<file path="src/rtl/mem_arbiter_pkg.sv">
// -----------------------------------------------------------------------------
// mem_arbiter_pkg
// Shared CPU definitions used by the instruction/data memory arbiter:
//   - arb_state_e      : tracks which requester owns the read in flight
//   - MAX_DSTREAK_DEF  : default bound on consecutive data grants while a
//                        fetch is waiting
//   - streak_w()       : width needed to hold a streak count 0..max
// -----------------------------------------------------------------------------
package mem_arbiter_pkg;

  localparam int MAX_DSTREAK_DEF = 4;

  typedef enum logic [1:0] {
    ST_IDLE    = 2'd0,
    ST_IF_PEND = 2'd1,
    ST_D_PEND  = 2'd2
  } arb_state_e;

  function automatic int streak_w(input int max_streak);
    return (max_streak < 1) ? 1 : $clog2(max_streak + 1);
  endfunction

endpackage

</file>
<file path="src/rtl/mem_arb_prio.sv">
// -----------------------------------------------------------------------------
// mem_arb_prio
// Purely combinational grant decision between the fetch and data ports.
// Data wins by default; fetch wins once the data streak has reached MAX.
// Ports:
//   if_req    in   fetch request (already qualified by reset)
//   data_req  in   data read or write request (already qualified by reset)
//   streak    in   consecutive data grants issued while fetch was waiting
//   grant_if  out  fetch granted this cycle
//   grant_d   out  data granted this cycle
// -----------------------------------------------------------------------------
module mem_arb_prio #(
  parameter int MAX = 4,
  parameter int SW  = 3
) (
  input  logic          if_req,
  input  logic          data_req,
  input  logic [SW-1:0] streak,
  output logic          grant_if,
  output logic          grant_d
);

  logic w_starved;

  assign w_starved = if_req && (streak == SW'(MAX));

  always_comb begin
    grant_if = 1'b0;
    grant_d  = 1'b0;
    if (data_req && !w_starved) begin
      grant_d = 1'b1;
    end else if (if_req) begin
      grant_if = 1'b1;
    end
  end

endmodule

</file>
<file path="src/rtl/mem_arbiter.sv">
// -----------------------------------------------------------------------------
// mem_arbiter
// Shares one single-port memory between instruction fetch and data accesses.
// One grant per cycle at most; the grant drives the memory strobes in the same
// cycle. Reads return one cycle later and are steered to the owner's port.
// Ports:
//   clock, reset                 clock and synchronous active-high reset
//   if_req/if_addr               fetch request and PC
//   if_gnt/if_valid/if_rdata     fetch accept, return valid, instruction
//   d_rd/d_wr/d_addr/d_wdata     data read/write request, address, store data
//   d_gnt/d_valid/d_rdata        data accept, load valid, load data
//   mem_rd/mem_wr/mem_addr/
//   mem_wdata/mem_rdata          single-port memory interface
//   stall_if/stall_mem           requester pending but not granted
// -----------------------------------------------------------------------------
module mem_arbiter
  import mem_arbiter_pkg::*;
#(
  parameter int AW          = 32,
  parameter int DW          = 32,
  parameter int MAX_DSTREAK = MAX_DSTREAK_DEF
) (
  input  logic          clock,
  input  logic          reset,
  input  logic          if_req,
  input  logic [AW-1:0] if_addr,
  output logic          if_gnt,
  output logic          if_valid,
  output logic [DW-1:0] if_rdata,
  input  logic          d_rd,
  input  logic          d_wr,
  input  logic [AW-1:0] d_addr,
  input  logic [DW-1:0] d_wdata,
  output logic          d_gnt,
  output logic          d_valid,
  output logic [DW-1:0] d_rdata,
  output logic          mem_rd,
  output logic          mem_wr,
  output logic [AW-1:0] mem_addr,
  output logic [DW-1:0] mem_wdata,
  input  logic [DW-1:0] mem_rdata,
  output logic          stall_if,
  output logic          stall_mem
);

  localparam int SW = streak_w(MAX_DSTREAK);

  logic          w_if_req;
  logic          w_d_req;
  logic          w_d_write;
  logic          w_if_gnt;
  logic          w_d_gnt;
  logic [SW-1:0] r_streak;
  arb_state_e    r_state;
  arb_state_e    w_state_nxt;

  // Requests are masked during reset so grants, strobes and stalls stay low.
  assign w_if_req  = if_req & ~reset;
  assign w_d_req   = (d_rd | d_wr) & ~reset;
  // Read and write together is a write; the read half is dropped.
  assign w_d_write = d_wr;

  mem_arb_prio #(
    .MAX (MAX_DSTREAK),
    .SW  (SW)
  ) u_prio (
    .if_req   (w_if_req),
    .data_req (w_d_req),
    .streak   (r_streak),
    .grant_if (w_if_gnt),
    .grant_d  (w_d_gnt)
  );

  assign if_gnt    = w_if_gnt;
  assign d_gnt     = w_d_gnt;
  assign stall_if  = w_if_req & ~w_if_gnt;
  assign stall_mem = w_d_req & ~w_d_gnt;

  // Memory strobes follow the grant combinationally; idle drives all zeros.
  assign mem_rd    = w_if_gnt | (w_d_gnt & ~w_d_write);
  assign mem_wr    = w_d_gnt & w_d_write;
  assign mem_addr  = w_if_gnt ? if_addr : (w_d_gnt ? d_addr : '0);
  assign mem_wdata = (w_d_gnt && w_d_write) ? d_wdata : '0;

  // Streak counts data grants only while a fetch is actually waiting.
  // NOTE: sequential state uses non-blocking assignments so every register
  // samples the pre-edge values regardless of block ordering.
  always_ff @(posedge clock) begin
    if (reset) begin
      r_streak <= '0;
    end else if (w_if_gnt || !if_req) begin
      r_streak <= '0;
    end else if (w_d_gnt && (r_streak != SW'(MAX_DSTREAK))) begin
      r_streak <= r_streak + SW'(1);
    end
  end

  always_ff @(posedge clock) begin
    if (reset) begin
      r_state <= ST_IDLE;
    end else begin
      r_state <= w_state_nxt;
    end
  end

  // NOTE: every output of this block gets a default first, so no path
  // through the case leaves a signal unassigned and no latch is inferred.
  always_comb begin
    w_state_nxt = ST_IDLE;
    if_valid    = 1'b0;
    if_rdata    = '0;
    d_valid     = 1'b0;
    d_rdata     = '0;

    // A response whose cycle coincides with reset is discarded.
    if (!reset) begin
      case (r_state)
        ST_IF_PEND: begin
          if_valid = 1'b1;
          if_rdata = mem_rdata;
        end
        ST_D_PEND: begin
          d_valid = 1'b1;
          d_rdata = mem_rdata;
        end
        default: ;
      endcase
    end

    // A new read may be granted in the same cycle a response returns.
    if (w_if_gnt) begin
      w_state_nxt = ST_IF_PEND;
    end else if (w_d_gnt && !w_d_write) begin
      w_state_nxt = ST_D_PEND;
    end
  end

endmodule

</file>
<file path="config.mk">
export PLATFORM = sky130hd
export DESIGN_NAME = mem_arbiter
export DESIGN_NICKNAME = d
export VERILOG_FILES = /design/src/rtl/mem_arbiter_pkg.sv /design/src/rtl/mem_arb_prio.sv /design/src/rtl/mem_arbiter.sv
export SDC_FILE = /design/constraint.sdc
export NUM_CORES = 1
export LEC_CHECK = 0
export CORE_AREA = 2 2 105 107
export CTS_CLUSTER_DIAMETER = 50
export DETAILED_ROUTE_END_ITERATION = 8
export DIE_AREA = 0 0 107 109
export PLACE_DENSITY_LB_ADDON = 0.25
export SYNTH_ARGS = -nofsm -noshare
export SYNTH_HDL_FRONTEND = slang
export SYNTH_SLANG_ARGS = --single-unit
</file>
<file path="constraint.sdc">
create_clock -name clock -period 1.8 [get_ports clock]
set_input_delay 0.36 -clock clock [delete_from_list [all_inputs] [get_ports clock]]
set_output_delay 0.36 -clock clock [all_outputs]
set_load 0.005 [all_outputs]
</file>
==> flow_metrics.py, run 1 <==
metrics = {
    "critical_path": {
        "cp-end-kind": "output pin",
        "cp.required_ns": 1.44,
        "critPathMaxStageDelay_ns": 0.32,
        "crit_slowest_cell": "dfxtp_2",
        "path_common_cell": "buf_6",
        "worstPathBufferInverterCount": 5,
        "path_cells": "inv_2, ha_4, and3_4, buf_6, nor3b_4, buf_6, clkbuf_16, and2_4, buf_6",
        "r2r_slack_ns": 0.33,
        "worstSetupPathType": "register to output pin",
        "worstPathMaxFanout": 4,
        "cp_data_arrival_time_ns": 1.77,
        "cp_top_family": "buffers and inverters",
        "start_kind": "register",
    },
    "clock_tree": {
        "cts-root-buf": "clkbuf_8",
        "clockBufferDepth": 2,
        "clk_pin_slew_ns": 0.03,
        "cts_tree": "built",
        "cts_buffers": 3,
        "clkLatencyLatePin_ns": 0.22,
        "hold_buffers": 0,
        "h-tree-depth": 1,
        "cts_num_sinks": 5,
    },
    "place": {
        "place_congestion": 0.829,
        "port_buffers": 268,
        "numPlacedInstances": 580,
        "placed_area_um2": 4200,
        "dp_hpwl_um": 6530,
    },
    "sta": {
        "worstMarginPinSlew_ns": 0.220,
        "rsz0062_at_grt": "true",
        "clock_skew_ns": 0.00432,
        "slew_headroom_pct": 85.3,
        "finalHoldViolCount": 0,
        "setup_violations": 114,
        "worst_slack_ns": -0.334,
        "hold_ws_ns": 0.504,
        "clock.fmax_mhz": 469,
        "fin_crit_ns": 2.13,
        "fin_crit_sh_pct": 119,
        "slew_viol_final": 0,
    },
    "synthesis": {
        "synth_nets": 307,
        "syn_avg_cell_area_um2": 7.14,
        "syn_area_um2": 1230,
        "yosysSeqAreaShare_pct": 8.15,
        "synth_cell_type_count": 22,
        "yosys_register_bits": 5,
        "netlist_instances": 172,
        "yosysWarnings": 0,
    },
    "cells_and_area": {
        "nNetsFinal": 630,
        "nFillCells": 1032,
        "multi_input_area_um2": 1300,
        "regArea_um2": 105,
        "layout-drive-gt1-share_pct": 58.3,
        "finalNonFillerCells": 634,
        "syn_to_final_growth_pct": 316,
        "design_area_um2": 5100,
        "antennaDiodeCount": 0,
        "utilization_pct": 48.1,
    },
    "job": {
        "max_cap_violations": 0,
    },
    "global_route": {
        "grt_util_met2_pct": 28.3,
        "use_met1_pct": 17.7,
        "antenna_found_initial": 0,
        "busiest_layer": "met2",
        "gr-usage-met3_pct": 3.71,
        "grt_first_pass_wirelength_um": 13700,
        "grt_pass1_vias": 2469,
        "grt_usage_pct": 15.1,
        "grt_overflow": 0,
        "grt_max_degree": 17,
    },
    "floorplan": {
        "start_util_pct": 11.6,
        "boundaryPins": 269,
        "die_area_um2": 11700,
        "die_y_um": 109,
        "core_area_um2": 10600,
        "rows": 38,
        "chipWidth_um": 107,
    },
    "outcome": {
        "violations": "negative setup slack",
        "status": "finished with violations",
    },
    "pwr": {
        "powerDensity_nw_per_um2": 224,
        "p_leak_nw": 2.45,
        "irDropWorstVdd_mv": 0.400,
    },
    "drt": {
        "ant_nets": 0,
        "drt_iter0_drc": 106,
        "vias": 2600,
        "avgViaCountPerCell": 4.10,
        "post-route-drc-count": 0,
        "wl_um": 10000,
        "dr.pass1.iters": 4,
        "routedWlPerCell_um": 15.8,
    },
    "hold_path": {
        "hold_path.class": "register to register",
    },
}
-- stage by stage --
step           setup slack (ns)  setup TNS (ns)  power [mW]
2_1_floorplan            0.0136               0       0.258
3_3_place_gp             -0.803          -92.65       0.787
3_5_place_dp             -0.812          -93.82       0.792
4_1_cts                  -0.398          -28.50        1.08
5_1_grt                  -0.391          -26.58        1.22
6_report                 -0.334          -19.51        1.14
-- repair_timing --
action	CTS	global route
buffers inserted	25	15
gates resized for setup	485	247
pin swaps	26	73
gates cloned	16	3
endpoints found under the setup margin	136	134
-- cells in the mapped netlist --
master | count | share of area [%]
inv_1 | 3 | 0.92
xnor2_1 | 1 | 0.71
buf_2 | 6 | 2.4
a21oi_1 | 1 | 0.41
dfxtp_1 | 5 | 8.2
nor3b_2 | 1 | 1.0
nor3_1 | 1 | 0.41
nor4b_1 | 1 | 0.71
and2_1 | 97 | 49
nor3_2 | 1 | 0.82
a21oi_4 | 1 | 1.3
ha_1 | 2 | 2.0
buf_4 | 3 | 1.8
nand2b_1 | 1 | 0.51
and3_1 | 1 | 0.51
nor3b_1 | 2 | 1.2
nand3b_1 | 1 | 0.61
a22o_1 | 32 | 23
nor2_1 | 3 | 0.92
or2_2 | 2 | 1.0
nand2_1 | 1 | 0.31
clkbuf_1 | 6 | 1.8
-- final timing paths --
check | to | cells past startpoint | startpoint
setup / recovery | mem_wdata[17] | 9 | r_streak[0]
hold / removal | r_streak[0] | 2 | r_streak[0]
setup reg to reg | r_state[1] | 8 | r_streak[0]
hold reg to reg | r_streak[0] | 2 | r_streak[0]
-- where the power goes --
group	internal, mW	switching (mW)	total (mW)
Sequential	0.116	0.00265	0.118
Clock	0.152	0.0567	0.209
Combinational	0.577	0.239	0.815
-- layout by cell type, fill, tap and decap left out, types with 2 or more instances in the layout --
cell type        instances
a22o_1                  32
clkbuf_2                 4
dlygate4sd2_1            2
buf_4                   16
clkbuf_8                 3
dfxtp_2                  4
clkdlybuf4s50_1        128
and2_1                  35
nor2_1                   2
buf_16                  14
buf_12                   9
buf_8                    4
nor3b_4                  3
or2_4                    2
buf_6                   86
nor3_4                   2
clkdlybuf4s15_2          4
clkbuf_16                3
buf_2                   63
inv_2                    2
and2_4                  62
-- registers in the layout, indices dropped and copies added, names as in the netlist --
name / flops
r_streak: 3
r_state: 2
-- worst reg2reg max path, cell delays in order, from the launching register on --
cell and delay, ns:
dfxtp_2 0.32, inv_2 0.05, ha_4 0.15, and3_4 0.16, buf_6 0.12, buf_4 0.13, nor4b_4 0.26, buf_4 0.15
buf_4 0.09
-- area by class of cell --
class | instances | area share [%]
Inverter | 3 | 0.221
Clock buffer | 4 | 0.883
Sequential cell | 5 | 2.06
Tap cell | 140 | 3.43
Timing Repair Buffer | 333 | 68.0
Multi-Input combinational cell | 149 | 25.4
-- kinds of logic after synthesis --
group           count (synthesis)  share of synthesized area [%]
buf+inv                        18                           7.03
compound gates                 34                           24.6
flops                           5                           8.16
xor+xnor                        1                          0.714
fa+ha+maj                       2                           2.04
simple gates                  112                           57.5
-- per-layer routing --
layer / vias to the layer above / share of wire, % / routed length (µm)
li1: 1239 / - / -
met1: 1213 / 38 / 3840
met2: 140 / 52 / 5260
met3: 8 / 8.5 / 857
met4: 0 / 0.79 / 79
met5: - / 0 / 0
Power figures use the tool's default switching activity.
==> run 2, diff against run 1 <==
- SLEW_MARGIN: unset -> 20
==> results of run 2 <==
Same layout as run 1: the final DEF is identical, and so are final timing and power.
==> run 3, diff against run 2 <==
- TNS_END_PERCENT: unset -> 20
==> flow_metrics.py, run 3 (synthesized netlist as in run 1, its figures left out) <==
metrics = {
    "drt": {
        "ant_nets": 0,
        "m1WireLength_um": 3430,
        "dr.pass1.iters": 4,
        "vias": 2422,
        "topRoutingLayerUsed": "met4",
        "wl_met2_um": 4800,
        "routedWlPerCell_um": 15.0,
        "drt_iter0_drc": 95,
        "avgViaCountPerCell": 4.00,
        "wl_met3_um": 811,
        "post-route-drc-count": 0,
        "wl_um": 9120,
    },
    "pwr": {
        "finalPower_mw": 1.06,
        "irDropWorstVdd_mv": 0.397,
        "p_leak_nw": 2.13,
        "powerDensity_nw_per_um2": 241,
    },
    "outcome": {
        "violations": "negative setup slack",
        "status": "finished with violations",
    },
    "clock_tree": {
        "cts_buffers": 3,
        "h-tree-depth": 1,
        "cts_num_sinks": 5,
        "cts_tree": "built",
        "clockBufferDepth": 2,
        "clkLatencyLatePin_ns": 0.22,
        "clk_pin_slew_ns": 0.04,
        "cts-root-buf": "clkbuf_8",
        "hold_buffers": 0,
    },
    "cells_and_area": {
        "layout-drive-gt1-share_pct": 40.8,
        "top_register": "r_streak",
        "antennaDiodeCount": 0,
        "final_common_cell": "clkdlybuf4s50_1",
        "largest_reg_flops": 3,
        "syn_to_final_growth_pct": 256,
        "mostFrequentLayoutCells": "129 x clkdlybuf4s50_1, 75 x and2_1, 62 x buf_2",
        "nFillCells": 1080,
        "design_area_um2": 4370,
        "top_regs": "r_streak x3, r_state x2",
        "nNetsFinal": 602,
        "finalNonFillerCells": 606,
    },
    "global_route": {
        "grt_max_degree": 34,
        "antenna_found_initial": 0,
        "grt_overflow": 0,
        "grt_first_pass_wirelength_um": 12700,
        "grt_usage_pct": 13.8,
        "grt_pass1_vias": 2361,
    },
    "sta": {
        "worstMarginPinSlew_ns": 0.246,
        "hold_ws_ns": 0.477,
        "clock.fmax_mhz": 487,
        "clock_skew_ns": 0.00458,
        "setup_violations": 68,
        "fin_crit_ns": 2.05,
        "rsz0062_at_grt": "true",
        "fin_crit_sh_pct": 114,
        "slew_headroom_pct": 83.6,
        "finalHoldViolCount": 0,
        "slew_viol_final": 0,
        "worst_slack_ns": -0.254,
    },
    "critical_path": {
        "rr_worst_depth": 7,
        "crit_start": "r_streak[0]",
        "rr_endpoint": "r_state[1]",
        "worstSetupPathType": "register to output pin",
        "cp-end-kind": "output pin",
        "regToRegStartpoint": "r_streak[0]",
        "cp.required_ns": 1.44,
        "cp_data_arrival_time_ns": 1.69,
        "start_kind": "register",
        "r2r_slack_ns": 0.43,
        "crit_end": "mem_wdata[23]",
        "worstPathMaxFanout": 8,
    },
    "place": {
        "port_buffers": 268,
        "dp_hpwl_um": 6530,
        "numPlacedInstances": 580,
        "place_congestion": 0.829,
        "placed_area_um2": 4200,
    },
    "floorplan": {
        "chipWidth_um": 107,
        "die_y_um": 109,
        "start_util_pct": 11.6,
        "rows": 38,
        "die_area_um2": 11700,
        "core_area_um2": 10600,
        "boundaryPins": 269,
    },
    "job": {
        "max_cap_violations": 0,
    },
    "hold_path": {
        "hold_path.class": "primary input to register",
    },
}
==> run 3: changes by cell type in the layout (fill, tap and decap cells not counted), moves of 2 or more <==
cell | previous run | this run
and2_1 | 35 | 75
clkdlybuf4s15_1 | 0 | 22
buf_12 | 9 | 4
dlygate4sd2_1 | 2 | 8
buf_6 | 86 | 35
buf_8 | 4 | 1
clkbuf_2 | 4 | 18
buf_4 | 16 | 14
clkbuf_16 | 3 | 1
and2_4 | 62 | 22
buf_16 | 14 | 7
==> run 3: area by class of cell <==
class                      instances  area [µm²]  share of cell area (%)
timing repair buffer             305        2840                    64.9
multi-input combinational        149        1200                    27.4
tap                              140         175                    4.00
sequential                         5         105                    2.40
clock buffer                       4        45.0                    1.03
inverter                           3        11.3                   0.257
==> run 3: worst min path at each step <==
stage | from | endpoint | depth (start not counted) | slack, ns
2_1_floorplan | r_streak[0] | r_streak[0] | 1 | 0.42
3_5_place_dp | r_streak[0] | r_streak[0] | 2 | 0.51
6_report | reset | r_state[1] | 3 | 0.48
3_3_place_gp | r_streak[0] | r_streak[0] | 2 | 0.49
5_1_grt | reset | r_state[1] | 3 | 0.47
4_1_cts | reset | r_state[1] | 3 | 0.48
==> run 3: timing repair <==
action | 4_1_cts | 5_1_grt
gates resized for setup | 441 | 122
cloned | 8 | 4
buffers inserted | 13 | 2
pin swaps | 24 | 38
endpoints found under the setup margin | 136 | 117
==> run 3: critical path, cell delays in order (launching register included) <==
cell,delay [ns]
dfxtp_2,0.32
inv_2,0.04
ha_4,0.15
and3_4,0.16
buf_6,0.12
nor3b_4,0.16
buf_6,0.15
buf_6,0.12
and2_1,0.12
buf_2,0.12
==> run 3: per-layer routing <==
layer / global-route usage, % / vias to the layer above
met4: 2.23 / 0
met2: 26.3 / 133
li1: - / 1176
met1: 15.7 / 1105
met5: 0 / -
met3: 3.65 / 8
==> run 3: where the power goes <==
group / internal (mW) / switching (mW) / total [mW]
Combinational: 0.513 / 0.216 / 0.729
Sequential: 0.116 / 0.00290 / 0.118
Clock: 0.152 / 0.0568 / 0.209
Total: 0.780 / 0.276 / 1.06
==> run 3: stage by stage <==
stage | utilization [%] | setup WS (ns) | TNS, ns
floorplan | - | 0.0136 | 0
global placement | 39.6 | -0.803 | -92.65
detailed placement | 39.6 | -0.812 | -93.82
CTS | 40.6 | -0.392 | -18.71
global route | 41.3 | -0.335 | -19.06
finish | 41.3 | -0.254 | -14.24
